$ cat config.mk
export PLATFORM = sky130hd
export DESIGN_NAME = npc_lsu
export DESIGN_NICKNAME = d
export VERILOG_FILES = /design/src/rtl/npc_lsu_pkg.sv /design/src/rtl/npc_lsu_align.sv /design/src/rtl/npc_lsu.sv
export SDC_FILE = /design/constraint.sdc
export NUM_CORES = 1
export LEC_CHECK = 0
export ABC_AREA = 1
export CELL_PAD_IN_SITES_DETAIL_PLACEMENT = 0
export CELL_PAD_IN_SITES_GLOBAL_PLACEMENT = 1
export CORE_UTILIZATION = 34
export DETAILED_ROUTE_END_ITERATION = 10
export GPL_TIMING_DRIVEN = 0
export PLACE_DENSITY_LB_ADDON = 0.1
export SYNTH_ARGS = -nofsm -noshare
export SYNTH_HDL_FRONTEND = slang
export SYNTH_SLANG_ARGS = --single-unit
$ cat constraint.sdc
create_clock -name clk -period 3.2 [get_ports clk]
set_clock_uncertainty 0.2 [all_clocks]
set_input_delay 0.32 -clock clk [delete_from_list [all_inputs] [get_ports clk]]
set_output_delay 0.32 -clock clk [all_outputs]
set_load 0.02 [all_outputs]
$ cat src/rtl/npc_lsu_pkg.sv
// npc_lsu_pkg: shared types and constants for the npc load/store unit.
//   state_e      - LSU control states (IDLE, REQ, WAIT, RESP)
//   ERR_*        - 2-bit response error codes
//   F3_*         - RISC-V load/store funct3 encodings
//   size_mask()  - byte-enable pattern for an access size (funct3[1:0])
package npc_lsu_pkg;

    typedef enum logic [1:0] {
        IDLE = 2'd0,
        REQ  = 2'd1,
        WAIT = 2'd2,
        RESP = 2'd3
    } state_e;

    localparam logic [1:0] ERR_OK       = 2'b00;
    localparam logic [1:0] ERR_MISALIGN = 2'b01;
    localparam logic [1:0] ERR_TIMEOUT  = 2'b10;
    localparam logic [1:0] ERR_ILLEGAL  = 2'b11;

    localparam logic [2:0] F3_B  = 3'b000;
    localparam logic [2:0] F3_H  = 3'b001;
    localparam logic [2:0] F3_W  = 3'b010;
    localparam logic [2:0] F3_D  = 3'b011;
    localparam logic [2:0] F3_BU = 3'b100;
    localparam logic [2:0] F3_HU = 3'b101;
    localparam logic [2:0] F3_WU = 3'b110;

    // funct3[1:0] encodes log2(access bytes) for every legal load/store.
    function automatic logic [7:0] size_mask(input logic [1:0] sz);
        case (sz)
            2'd0:    return 8'h01;
            2'd1:    return 8'h03;
            2'd2:    return 8'h0F;
            default: return 8'hFF;
        endcase
    endfunction

endpackage

$ cat src/rtl/npc_lsu_align.sv
// npc_lsu_align: purely combinational lane logic for the LSU.
//   wen_i        - 1 = store, 0 = load (selects the legal funct3 set)
//   funct3_i     - RISC-V funct3 of the access
//   off_i        - byte offset of the address within the data word
//   wdata_i      - LSB-justified store data
//   rdata_i      - raw memory word
//   wdata_sh_o   - store data shifted into its byte lanes
//   wmask_o      - byte enables (all zero for loads)
//   rdata_ext_o  - load data shifted down, truncated and sign/zero-extended
//   legal_o      - funct3 is a valid encoding for this XLEN and direction
//   misaligned_o - address is not naturally aligned for the access size
module npc_lsu_align
    import npc_lsu_pkg::*;
#(
    parameter  int XLEN  = 32,
    localparam int NB    = XLEN / 8,
    localparam int OFF_W = $clog2(NB)
) (
    input  logic             wen_i,
    input  logic [2:0]       funct3_i,
    input  logic [OFF_W-1:0] off_i,
    input  logic [XLEN-1:0]  wdata_i,
    input  logic [XLEN-1:0]  rdata_i,
    output logic [XLEN-1:0]  wdata_sh_o,
    output logic [NB-1:0]    wmask_o,
    output logic [XLEN-1:0]  rdata_ext_o,
    output logic             legal_o,
    output logic             misaligned_o
);

    logic [OFF_W+2:0] sh_amt;
    logic [7:0]       smask;
    logic [XLEN-1:0]  rdata_sh;

    // Byte offset times eight, as a bit shift amount.
    assign sh_amt     = {off_i, 3'b000};
    assign smask      = size_mask(funct3_i[1:0]);
    assign wdata_sh_o = wdata_i << sh_amt;
    assign wmask_o    = wen_i ? (smask[NB-1:0] << off_i) : '0;
    assign rdata_sh   = rdata_i >> sh_amt;

    // NOTE: every always_comb output gets a default first, so no path can
    // leave it unassigned and infer a latch.
    always_comb begin
        legal_o = 1'b0;
        if (wen_i) begin
            case (funct3_i)
                F3_B, F3_H, F3_W: legal_o = 1'b1;
                F3_D:             legal_o = 1'(XLEN == 64);
                default:          legal_o = 1'b0;
            endcase
        end else begin
            case (funct3_i)
                F3_B, F3_H, F3_W, F3_BU, F3_HU: legal_o = 1'b1;
                F3_D, F3_WU:                    legal_o = 1'(XLEN == 64);
                default:                        legal_o = 1'b0;
            endcase
        end
    end

    always_comb begin
        misaligned_o = 1'b0;
        case (funct3_i[1:0])
            2'd1:    misaligned_o = off_i[0];
            2'd2:    misaligned_o = |off_i[1:0];
            2'd3:    misaligned_o = |off_i;
            default: misaligned_o = 1'b0;
        endcase
    end

    // A size cast of a signed operand sign-extends; of an unsigned one it
    // zero-extends.
    always_comb begin
        rdata_ext_o = '0;
        case (funct3_i)
            F3_B:    rdata_ext_o = XLEN'($signed(rdata_sh[7:0]));
            F3_H:    rdata_ext_o = XLEN'($signed(rdata_sh[15:0]));
            F3_W:    rdata_ext_o = XLEN'($signed(rdata_sh[31:0]));
            F3_D:    rdata_ext_o = rdata_sh;
            F3_BU:   rdata_ext_o = XLEN'(rdata_sh[7:0]);
            F3_HU:   rdata_ext_o = XLEN'(rdata_sh[15:0]);
            F3_WU:   rdata_ext_o = XLEN'(rdata_sh[31:0]);
            default: rdata_ext_o = '0;
        endcase
    end

endmodule

$ cat src/rtl/npc_lsu.sv
// npc_lsu: multi-cycle load/store unit for the npc RV core.
//   clk, rst                - clock, synchronous active-low reset
//   req_valid/req_ready     - core request handshake (ready only in IDLE)
//   req_wen/funct3/addr/wdata - request payload, latched on acceptance
//   resp_valid/resp_ready   - response handshake toward the core
//   resp_rdata/resp_err     - extended load data / error code
//   mem_valid/mem_ready     - word-aligned memory request handshake
//   mem_wen/addr/wdata/wmask - memory request payload
//   mem_rvalid/mem_rdata    - read data or write acknowledge
module npc_lsu
    import npc_lsu_pkg::*;
#(
    parameter int XLEN    = 32,
    parameter int ADDR_W  = 32,
    parameter int TIMEOUT = 255
) (
    input  logic              clk,
    input  logic              rst,
    input  logic              req_valid,
    output logic              req_ready,
    input  logic              req_wen,
    input  logic [2:0]        req_funct3,
    input  logic [ADDR_W-1:0] req_addr,
    input  logic [XLEN-1:0]   req_wdata,
    output logic              resp_valid,
    input  logic              resp_ready,
    output logic [XLEN-1:0]   resp_rdata,
    output logic [1:0]        resp_err,
    output logic              mem_valid,
    input  logic              mem_ready,
    output logic              mem_wen,
    output logic [ADDR_W-1:0] mem_addr,
    output logic [XLEN-1:0]   mem_wdata,
    output logic [XLEN/8-1:0] mem_wmask,
    input  logic              mem_rvalid,
    input  logic [XLEN-1:0]   mem_rdata
);

    localparam int NB    = XLEN / 8;
    localparam int OFF_W = $clog2(NB);
    localparam int CNT_W = $clog2(TIMEOUT + 2);
    localparam bit TO_EN = (TIMEOUT != 0);
    // The counter holds the number of REQ/WAIT cycles already completed, so
    // the cycle in which it reads TIMEOUT-1 is the TIMEOUT-th one. Using >=
    // keeps the timeout armed in WAIT after a handshake won at the limit.
    localparam logic [CNT_W-1:0] TO_LAST = CNT_W'(TO_EN ? TIMEOUT - 1 : 0);

    state_e            state_q, state_d;
    logic              wen_q;
    logic [2:0]        funct3_q;
    logic [OFF_W-1:0]  off_q;
    logic [ADDR_W-1:0] addr_q;
    logic [XLEN-1:0]   wdata_q;
    logic [NB-1:0]     wmask_q;
    logic [XLEN-1:0]   rdata_q;
    logic [1:0]        err_q;
    logic [CNT_W-1:0]  cnt_q;

    logic              in_idle;
    logic              al_wen;
    logic [2:0]        al_funct3;
    logic [OFF_W-1:0]  al_off;
    logic [XLEN-1:0]   al_wdata_sh;
    logic [NB-1:0]     al_wmask;
    logic [XLEN-1:0]   al_rdata_ext;
    logic              al_legal;
    logic              al_mis;
    logic              timeout_hit;

    // One aligner serves both ends: in IDLE it checks and lane-shifts the
    // incoming request; afterwards it sees the latched funct3/offset so the
    // read data can be extended when it arrives.
    assign in_idle   = (state_q == IDLE);
    assign al_wen    = in_idle ? req_wen    : wen_q;
    assign al_funct3 = in_idle ? req_funct3 : funct3_q;
    assign al_off    = in_idle ? req_addr[OFF_W-1:0] : off_q;

    npc_lsu_align #(.XLEN(XLEN)) u_align (
        .wen_i        (al_wen),
        .funct3_i     (al_funct3),
        .off_i        (al_off),
        .wdata_i      (req_wdata),
        .rdata_i      (mem_rdata),
        .wdata_sh_o   (al_wdata_sh),
        .wmask_o      (al_wmask),
        .rdata_ext_o  (al_rdata_ext),
        .legal_o      (al_legal),
        .misaligned_o (al_mis)
    );

    assign timeout_hit = TO_EN && (cnt_q >= TO_LAST);

    // NOTE: clocked state uses non-blocking assignments so every register
    // updates from pre-edge values regardless of statement order.
    always_ff @(posedge clk) begin
        if (!rst) begin
            state_q <= IDLE;
        end else begin
            state_q <= state_d;
        end
    end

    // A completing handshake is tested before the timeout so it wins a tie.
    always_comb begin
        state_d = state_q;
        case (state_q)
            IDLE: if (req_valid) state_d = (al_legal && !al_mis) ? REQ : RESP;
            REQ: begin
                if (mem_ready)        state_d = WAIT;
                else if (timeout_hit) state_d = RESP;
            end
            WAIT: if (mem_rvalid || timeout_hit) state_d = RESP;
            RESP: if (resp_ready) state_d = IDLE;
            default: state_d = IDLE;
        endcase
    end

    always_ff @(posedge clk) begin
        if (!rst) begin
            wen_q    <= 1'b0;
            funct3_q <= '0;
            off_q    <= '0;
            addr_q   <= '0;
            wdata_q  <= '0;
            wmask_q  <= '0;
            rdata_q  <= '0;
            err_q    <= ERR_OK;
            cnt_q    <= '0;
        end else begin
            case (state_q)
                IDLE: begin
                    if (req_valid) begin
                        wen_q    <= req_wen;
                        funct3_q <= req_funct3;
                        off_q    <= req_addr[OFF_W-1:0];
                        addr_q   <= {req_addr[ADDR_W-1:OFF_W], {OFF_W{1'b0}}};
                        wdata_q  <= al_wdata_sh;
                        wmask_q  <= al_wmask;
                        rdata_q  <= '0;
                        cnt_q    <= '0;
                        if (!al_legal)   err_q <= ERR_ILLEGAL;
                        else if (al_mis) err_q <= ERR_MISALIGN;
                        else             err_q <= ERR_OK;
                    end
                end
                REQ: begin
                    cnt_q <= cnt_q + 1'b1;
                    if (!mem_ready && timeout_hit) err_q <= ERR_TIMEOUT;
                end
                WAIT: begin
                    cnt_q <= cnt_q + 1'b1;
                    if (mem_rvalid) begin
                        rdata_q <= wen_q ? '0 : al_rdata_ext;
                        err_q   <= ERR_OK;
                    end else if (timeout_hit) begin
                        err_q <= ERR_TIMEOUT;
                    end
                end
                default: ;
            endcase
        end
    end

    // Outputs are gated by state so nothing stale leaks outside REQ/RESP.
    always_comb begin
        req_ready  = 1'b0;
        mem_valid  = 1'b0;
        mem_wen    = 1'b0;
        mem_addr   = '0;
        mem_wdata  = '0;
        mem_wmask  = '0;
        resp_valid = 1'b0;
        resp_rdata = '0;
        resp_err   = ERR_OK;
        case (state_q)
            IDLE: req_ready = 1'b1;
            REQ: begin
                mem_valid = 1'b1;
                mem_wen   = wen_q;
                mem_addr  = addr_q;
                mem_wdata = wdata_q;
                mem_wmask = wmask_q;
            end
            RESP: begin
                resp_valid = 1'b1;
                resp_rdata = rdata_q;
                resp_err   = err_q;
            end
            default: ;
        endcase
    end

endmodule

### After elaboration in Yosys (flattened, before gate mapping)

Cells that the tools add are included.

| word-level totals | value |
|---|---|
| bits in registers | 117 |

| cells by class | value |
|---|---|
| mux-type cells | 39 |
| eq/ne operators | 19 |
| shifts and indexed selects | 3 |
| reductions and logical operators | 22 |
| add/subtract/negate cells | 1 |
| $lt $le $gt $ge | 1 |

Operator list:

| operator | number |
|---|---|
| $mux W32 | 6 |
| $pmux W32 S5 | 1 |
| $pmux W32 S2 | 1 |
| $shl A32 B5 Y32 | 1 |
| $shr A32 B5 Y32 | 1 |
| $mux W2 | 13 |
| $pmux W9 S2 | 1 |
| $pmux W4 S3 | 1 |
| $ne A2 B2 Y1 const B | 5 |
| $add A9 B1 Y9 const B | 1 |
| $eq A3 B3 Y1 const B | 3 |
| $ge A9 B8 Y1 const B | 1 |
| $mux W1 | 9 |
| $mux W9 | 1 |
| $eq A2 B2 Y1 const B | 4 |
| $mux W4 | 2 |
| $pmux W2 S4 | 1 |
| $reduce_and A4 Y1 | 2 |
| $eq A3 B2 Y1 const B | 2 |
| $ne A3 B3 Y1 const B | 2 |
| $pmux W2 S3 | 1 |
| $reduce_or A2 Y1 | 3 |
| $reduce_or A3 Y1 | 2 |
| $reduce_or A5 Y1 | 1 |
| other kinds (14) | 20 |

### Depth between registers and ports, before layout

Gate-level depths: netlist of run 1.

| depth | value |
|---|---|
| word-level depth | 10 |
| depth in mapped cells | 14 |
| mapped depth without buffers | 13 |

### By module

Synthesis of run 1 repeated with hierarchy kept, for this count alone.

| second synthesis, totals | value |
|---|---|
| cell total of the unflattened synthesis | 1112 |
| area total of the unflattened synthesis | 6749.0 sq um |

By module, submodules not included:

| module | cells an instance | area each (sq um) | times used |
|---|---|---|---|
| npc_lsu | 809 | 5258.8 | 1 |
| npc_lsu_align | 303 | 1490.2 | 1 |

### Worst setup path before layout of run 1

Ideal clock, no wire load.

| timing path | value |
|---|---|
| path kind | flip-flop to output port |
| start | register state_q[1] |
| end | output mem_addr[10] |
| buffers on the path | 3 |
| data arrival time | 1.722 ns |
| slack | 0.958 ns |
| required time | 2.680 ns |
| stages on the path, launching flop included | 8 |
| path through | dfxtp_1 > inv_1 > ha_1 > clkbuf_1 > clkbuf_1 > clkbuf_1 > nand2_1 > inv_1 |

| between the ends | value |
|---|---|
| cells in the longest elaborated chain, start to end | 2 |

RTL lines:

| item | RTL line | text |
|---|---|---|
| start, declared | npc_lsu.sv:48 | `state_e state_q, state_d;` |
| start signal, assigned | npc_lsu.sv:99 | `state_q <= state_d;` |
| $eq A2 B1 Y1 | npc_lsu.sv:175 | `case (state_q)` |
| $mux W32 | npc_lsu.sv:175 |  |
| end, declared | npc_lsu.sv:32 | `output logic [ADDR_W-1:0] mem_addr,` |

No other way between the ends.

### Worst setup path after layout of run 1

| timing path | value |
|---|---|
| start | register state_q[0] |
| end | output mem_wdata[30] |

| between the ends | value |
|---|---|
| cells in the longest elaborated chain, start to end | 2 |

RTL lines:

| item | RTL line | text |
|---|---|---|
| $eq A2 B1 Y1 | npc_lsu.sv:175 |  |
| $mux W32 | npc_lsu.sv:175 |  |
| end, declared | npc_lsu.sv:33 | `output logic [XLEN-1:0] mem_wdata,` |

No other way between the ends.

==> flow_metrics.tcl, run 1 <==
set metrics [dict create \
    status "finished clean" \
    timing.final.ws_setup_ns 0.173 \
    hold_path_class "input pin to flip-flop" \
    nets 1446 \
    antenna_found_initial 0 \
    grt_pass1_wl_um 36700 \
    crit_required_ns 2.68 \
    initial_core_util_pct 35.0 \
    path_class "flip-flop to output port" \
    fp-row-count 50 \
    gp_congestion 0.849 \
    cp-start-kind "flip-flop" \
    fin_crit_ns 3.03 \
    max_freq_mhz 330 \
    tightest_slew_ns 0.781 \
    drive_gt1_share_pct 6.39 \
    vdd_drop_max_v 0.000453 \
    diodes 0 \
    clock-root-buffer "clkbuf_16" \
    synth_top_area_share_pct 35.3 \
    power.total_mw 7.35 \
    io_pins 212 \
    grt-ovfl-total 0 \
    grt_pass1_vias 6945 \
    p_leak_nw 4.66 \
    relSlewSlack_pct 47.9 \
    postSynthAreaPerCell_um2 6.00 \
    vias 7533 \
    tritoncts "yes" \
    synth_cell_type_count 32 \
    core_mm2 0.0190 \
    synth-xor-area-share_pct 0 \
    yosys.area.top_type "dfxtp_1" \
    setup_viol 0 \
    synth_area_mm2 0.00664 \
    yosys.area_share.adder_pct 1.13 \
    postCtsSetupRepairBufs 0 \
    ff2ff_setup_slack_ns 0.32 \
    post-route-period-util_pct 94.6 \
    place_ws_ns -0.0659 \
    numCtsBuffers 17 \
    area_growth_pct 45.1 \
    drcViolationCount 0 \
    die_area_mm2 0.0201 \
    insertion_delay_ns 0.42 \
    wirelength_um 23100 \
    synth_top_family_by_area "simple AND/OR/NAND/NOR gates" \
    die_y_um 142 \
    yosys.area_share.simple_pct 32.7 \
    antenna_left 0 \
    die_width_um 142 \
    synth_compound_area_share_pct 16.3 \
    hold_viol 0 \
    powerDensity_mw_per_mm2 763 \
    clkSinkCount 117 \
    io_buffers 208 \
    cts_htree_levels 4 \
    hpwlAfterDp_um 17500 \
    drt-initial-drc-count 479 \
    synth_area_leaders "dfxtp_1 (35%), nand2_1 (19%), inv_1 (9.7%), o21ai_0 (7.2%), nor2_1 (6.9%)" \
    viasPerCell 4.69 \
    grt_max_degree 17 \
    rsz0062_at_grt "no" \
    drv_cap 0 \
    syn-instance-count 1107 \
    arrival_ns 2.51 \
    synth.mux.area_fraction_pct 0 \
    clk_path_buf_depth 2 \
    ys_seq_elements 117 \
    end_kind "output port" \
    fillers 2066 \
    wl_per_cell_um 14.4 \
    seq_area_frac_synth_pct 35.3 \
    slew_viol_final 0 \
    path_max_fanout 10 \
    path_clk_slew_ns 0.06 \
    drt_first_pass_iters 5 \
    ys_warn_count 0 \
    track_usage_pct 23.6 \
]
area by class of cell:
type	count	area (µm²)	share of cell area (%)
multi-input cells	744	3340	34.7
repair buffers	208	2080	21.6
flip-flops and latches	117	2340	24.3
clock buffers	19	443	4.60
clock inverters	12	130	1.35
well taps	260	325	3.38
inverters	177	664	6.89
plain buffers	69	308	3.19
what timing repair did:
item | CTS | global route
hold buffers | 0 | 0
resized for setup | 5 | 8
pin swaps | 0 | 0
endpoints found under the setup margin | 43 | 53
sequential cells by signal (all words and copies together) (netlist names):
name      flops
state_q       2
err_q         2
off_q         2
addr_q       30
funct3_q      3
wmask_q       4
wdata_q      32
wen_q         1
cnt_q         9
rdata_q      32
metal layers:
layer	track usage (%)	share of wire, %	vias to the layer above
li1	-	-	3870
met3	5.23	6.3	19
met1	32.5	49	3387
met5	0	0	-
met2	37.1	43	257
met4	5.89	1.0	0
cells by family after synthesis:
family | after synthesis
flip-flops | 117
other | 1
buffers and inverters | 247
adder cells (fa/ha/maj) | 6
AND/OR/NAND/NOR | 535
AO/OA/AOI/OAI | 201
power breakdown:
part,switching (mW),internal [mW],total [mW],leakage [nW]
Clock,0.731,1.16,1.89,0.279
Combinational,2.40,1.15,3.55,3.43
Sequential,0.155,1.75,1.90,0.957
layout by cell type, fill, tap and decap left out, types with 4 or more instances in the layout:
master           instances
clkbuf_2                 6
inv_2                    5
nand2_1                331
nand3_1                 59
nand3_2                  5
dfxtp_1                117
clkdlybuf4s50_1        208
a21oi_1                 69
clkinv_2                 4
a31oi_1                  8
inv_1                  171
ha_1                     5
nor2_1                 122
o211ai_1                11
o21ai_0                 96
clkbuf_1                44
buf_2                   15
clkbuf_16               17
a21oi_2                  7
o21ai_1                  5
nand4_1                  4
final timing paths:
| path | start | end | cells after the start |
|---|---|---|---|
| worst max register to register | state_q[0] | rdata_q[4] | 11 |
| worst min register to register | cnt_q[8] | cnt_q[8] | 1 |
| worst max-delay path | state_q[0] | mem_wdata[30] | 6 |
| worst min-delay path | rst | funct3_q[1] | 3 |
cells in the mapped netlist (all sizes together):
library cell	n
o21ai	104
nand2	335
clkinv	1
dfxtp	117
nand4	4
a211oi	2
nor3b	1
buf	19
nor3	4
nand3b	1
clkbuf	51
conb	1
or2	2
a21oi	76
a31oi	8
nand3	64
inv	176
o211ai	11
ha	6
nor2	124
worst max-delay path: stages (launching register included):
cell	delay (ns)
dfxtp_1	0.44
ha_2	0.36
clkbuf_4	0.27
clkbuf_2	0.27
nand2_1	0.09
inv_1	0.06
clkdlybuf4s50_1	0.60
per-stage QoR:
step           utilization, %  hold WS (ns)  cells  cell area, µm²  setup TNS [ns]
2_1_floorplan               -         0.222   1108            6650               0
3_3_place_gp             47.8         0.237   1576            9050          -0.831
3_5_place_dp             47.8         0.241   1576            9050          -0.728
4_1_cts                  50.8         0.203   1606            9630               0
5_1_grt                  50.8         0.241   1606            9640               0
6_report                 50.8         0.228   1606            9640               0
Power figures use the tool's default switching activity.
==> inputs of run 2 (changes only) <==
--- a/config.mk
+++ b/config.mk
@@ -9,6 +9,7 @@
 export CELL_PAD_IN_SITES_DETAIL_PLACEMENT = 0
 export CELL_PAD_IN_SITES_GLOBAL_PLACEMENT = 1
 export CORE_UTILIZATION = 34
+export CTS_CLUSTER_DIAMETER = 50
 export DETAILED_ROUTE_END_ITERATION = 10
 export GPL_TIMING_DRIVEN = 0
 export PLACE_DENSITY_LB_ADDON = 0.1
==> results of run 2 <==
Final layout, timing and power as in run 1 (identical DEF).
==> inputs of run 3 (changes only) <==
--- a/config.mk
+++ b/config.mk
@@ -13,6 +13,7 @@
 export DETAILED_ROUTE_END_ITERATION = 10
 export GPL_TIMING_DRIVEN = 0
 export PLACE_DENSITY_LB_ADDON = 0.1
+export RECOVER_POWER = 25
 export SYNTH_ARGS = -nofsm -noshare
 export SYNTH_HDL_FRONTEND = slang
 export SYNTH_SLANG_ARGS = --single-unit
==> flow_metrics.tcl, run 3 (same netlist as run 1, synthesis figures left out) <==
set metrics [dict create \
    clock-root-buffer "clkbuf_16" \
    p_leak_nw 4.67 \
    ff2ff_setup_slack_ns 0.20 \
    end_kind "output port" \
    diodes 0 \
    seqCellArea_mm2 0.00234 \
    numCtsBuffers 17 \
    grt-ovfl-total 0 \
    area_growth_pct 45.0 \
    wl_per_cell_um 14.4 \
    initial_core_util_pct 35.0 \
    crit_slowest_cell "clkdlybuf4s50_1" \
    path_cells "ha_2 -> clkbuf_4 -> clkbuf_2 -> nand2_1 -> inv_1 -> clkdlybuf4s50_1" \
    grt_pass1_vias 6945 \
    path_class "flip-flop to output port" \
    path_clk_slew_ns 0.06 \
    track_usage_pct 23.6 \
    final_cell_mix "nand2_1 (332), clkdlybuf4s50_1 (205), inv_1 (172)" \
    io_pins 212 \
    drive_gt1_share_pct 6.09 \
    powerDensity_mw_per_mm2 761 \
    tightest_slew_ns 0.773 \
    cts_htree_levels 4 \
    fp-row-count 50 \
    crit_required_ns 2.68 \
    multi_input_area_mm2 0.00334 \
    tritoncts "yes" \
    top_regs "rdata_q: 32 flops, wdata_q: 32 flops, addr_q: 30 flops" \
    fin_setup_tns_ns 0 \
    ff2ff_path_depth 11 \
    drcViolationCount 0 \
    grt_pass1_wl_um 36700 \
    io_buffers 208 \
    timing.final.ws_setup_ns 0.180 \
    fillers 2067 \
    rsz0062_at_grt "no" \
    core_mm2 0.0190 \
    vias 7527 \
    hold_viol 0 \
    post-route-period-util_pct 94.4 \
    insertion_delay_ns 0.42 \
    vdd_drop_max_v 0.000465 \
    clkSinkCount 117 \
    place_ws_ns -0.0659 \
    antenna_left 0 \
    arrival_ns 2.50 \
    relSlewSlack_pct 48.4 \
    slowest_delay_ns 0.60 \
    hpwlAfterDp_um 17500 \
    dpl_cell_area_mm2 0.00905 \
    drt_first_pass_iters 5 \
    gp_congestion 0.849 \
    cp-start-kind "flip-flop" \
    hold_path_class "input pin to flip-flop" \
    path_max_fanout 10 \
    setup_viol 0 \
    worst_hold_slack_ns 0.227 \
    wirelength_um 23100 \
    status "finished clean" \
    clk_path_buf_depth 2 \
    die_width_um 142 \
    die_area_mm2 0.0201 \
    grt_max_degree 17 \
    final_common_cell "nand2_1" \
    max_freq_mhz 331 \
    drt-initial-drc-count 526 \
    postCtsSetupRepairBufs 0 \
    drv_cap 0 \
    min_delay_path_depth 3 \
    power.total_mw 7.33 \
    fin_area_mm2 0.00963 \
    viasPerCell 4.69 \
    nets 1446 \
    fin_crit_ns 3.02 \
    die_y_um 142 \
    antenna_found_initial 0 \
    slew_viol_final 0 \
]
run 3: repair_timing:
action | in CTS | in global routing
endpoints found under the setup margin | 43 | 53
resized for setup | 5 | 8
hold buffers | 0 | 0
run 3: cell type report:
class                           instances  share of cell area (%)
Buffer                                 69                    3.18
Clock buffer                           19                    4.60
Clock inverter                         12                    1.35
Inverter                              177                    6.90
Multi-Input combinational cell        744                    34.6
Sequential cell                       117                    24.3
Tap cell                              260                    3.38
Timing Repair Buffer                  208                    21.6
run 3: path summary, 6_finish.rpt:
check | start | endpoint
max reg2reg | state_q[0] | rdata_q[4]
min reg2reg | cnt_q[8] | cnt_q[8]
max | state_q[0] | mem_wdata[30]
min | rst | funct3_q[1]
run 3: critical path: cells and delay by family, from the launching register on:
kind / cells / cell delay (ns)
adders and majority gates: 1 / 0.35
and+or+nand+nor: 1 / 0.09
DFF: 1 / 0.44
buffers and inverters: 4 / 1.20
run 3: power breakdown:
| part | switching [mW] | internal (mW) | leakage, nW |
|---|---|---|---|
| logic | 2.39 | 1.14 | 3.43 |
| registers | 0.156 | 1.75 | 0.957 |
| clock network | 0.727 | 1.16 | 0.279 |
| total | 3.27 | 4.05 | 4.67 |
run 3: metrics by stage:
step / instances / utilization, %
after floorplan: 1108 / -
after global placement: 1576 / 47.8
after detailed placement: 1576 / 47.8
after CTS: 1606 / 50.8
after global routing: 1606 / 50.8
final: 1606 / 50.8
run 3: per-layer routing:
layer	global-route usage [%]	up-vias	routed length, µm
met3	5.23	13	1330
met4	5.89	0	207
met5	0	-	0
li1	-	3867	-
met1	32.5	3410	11500
met2	37.1	237	10000
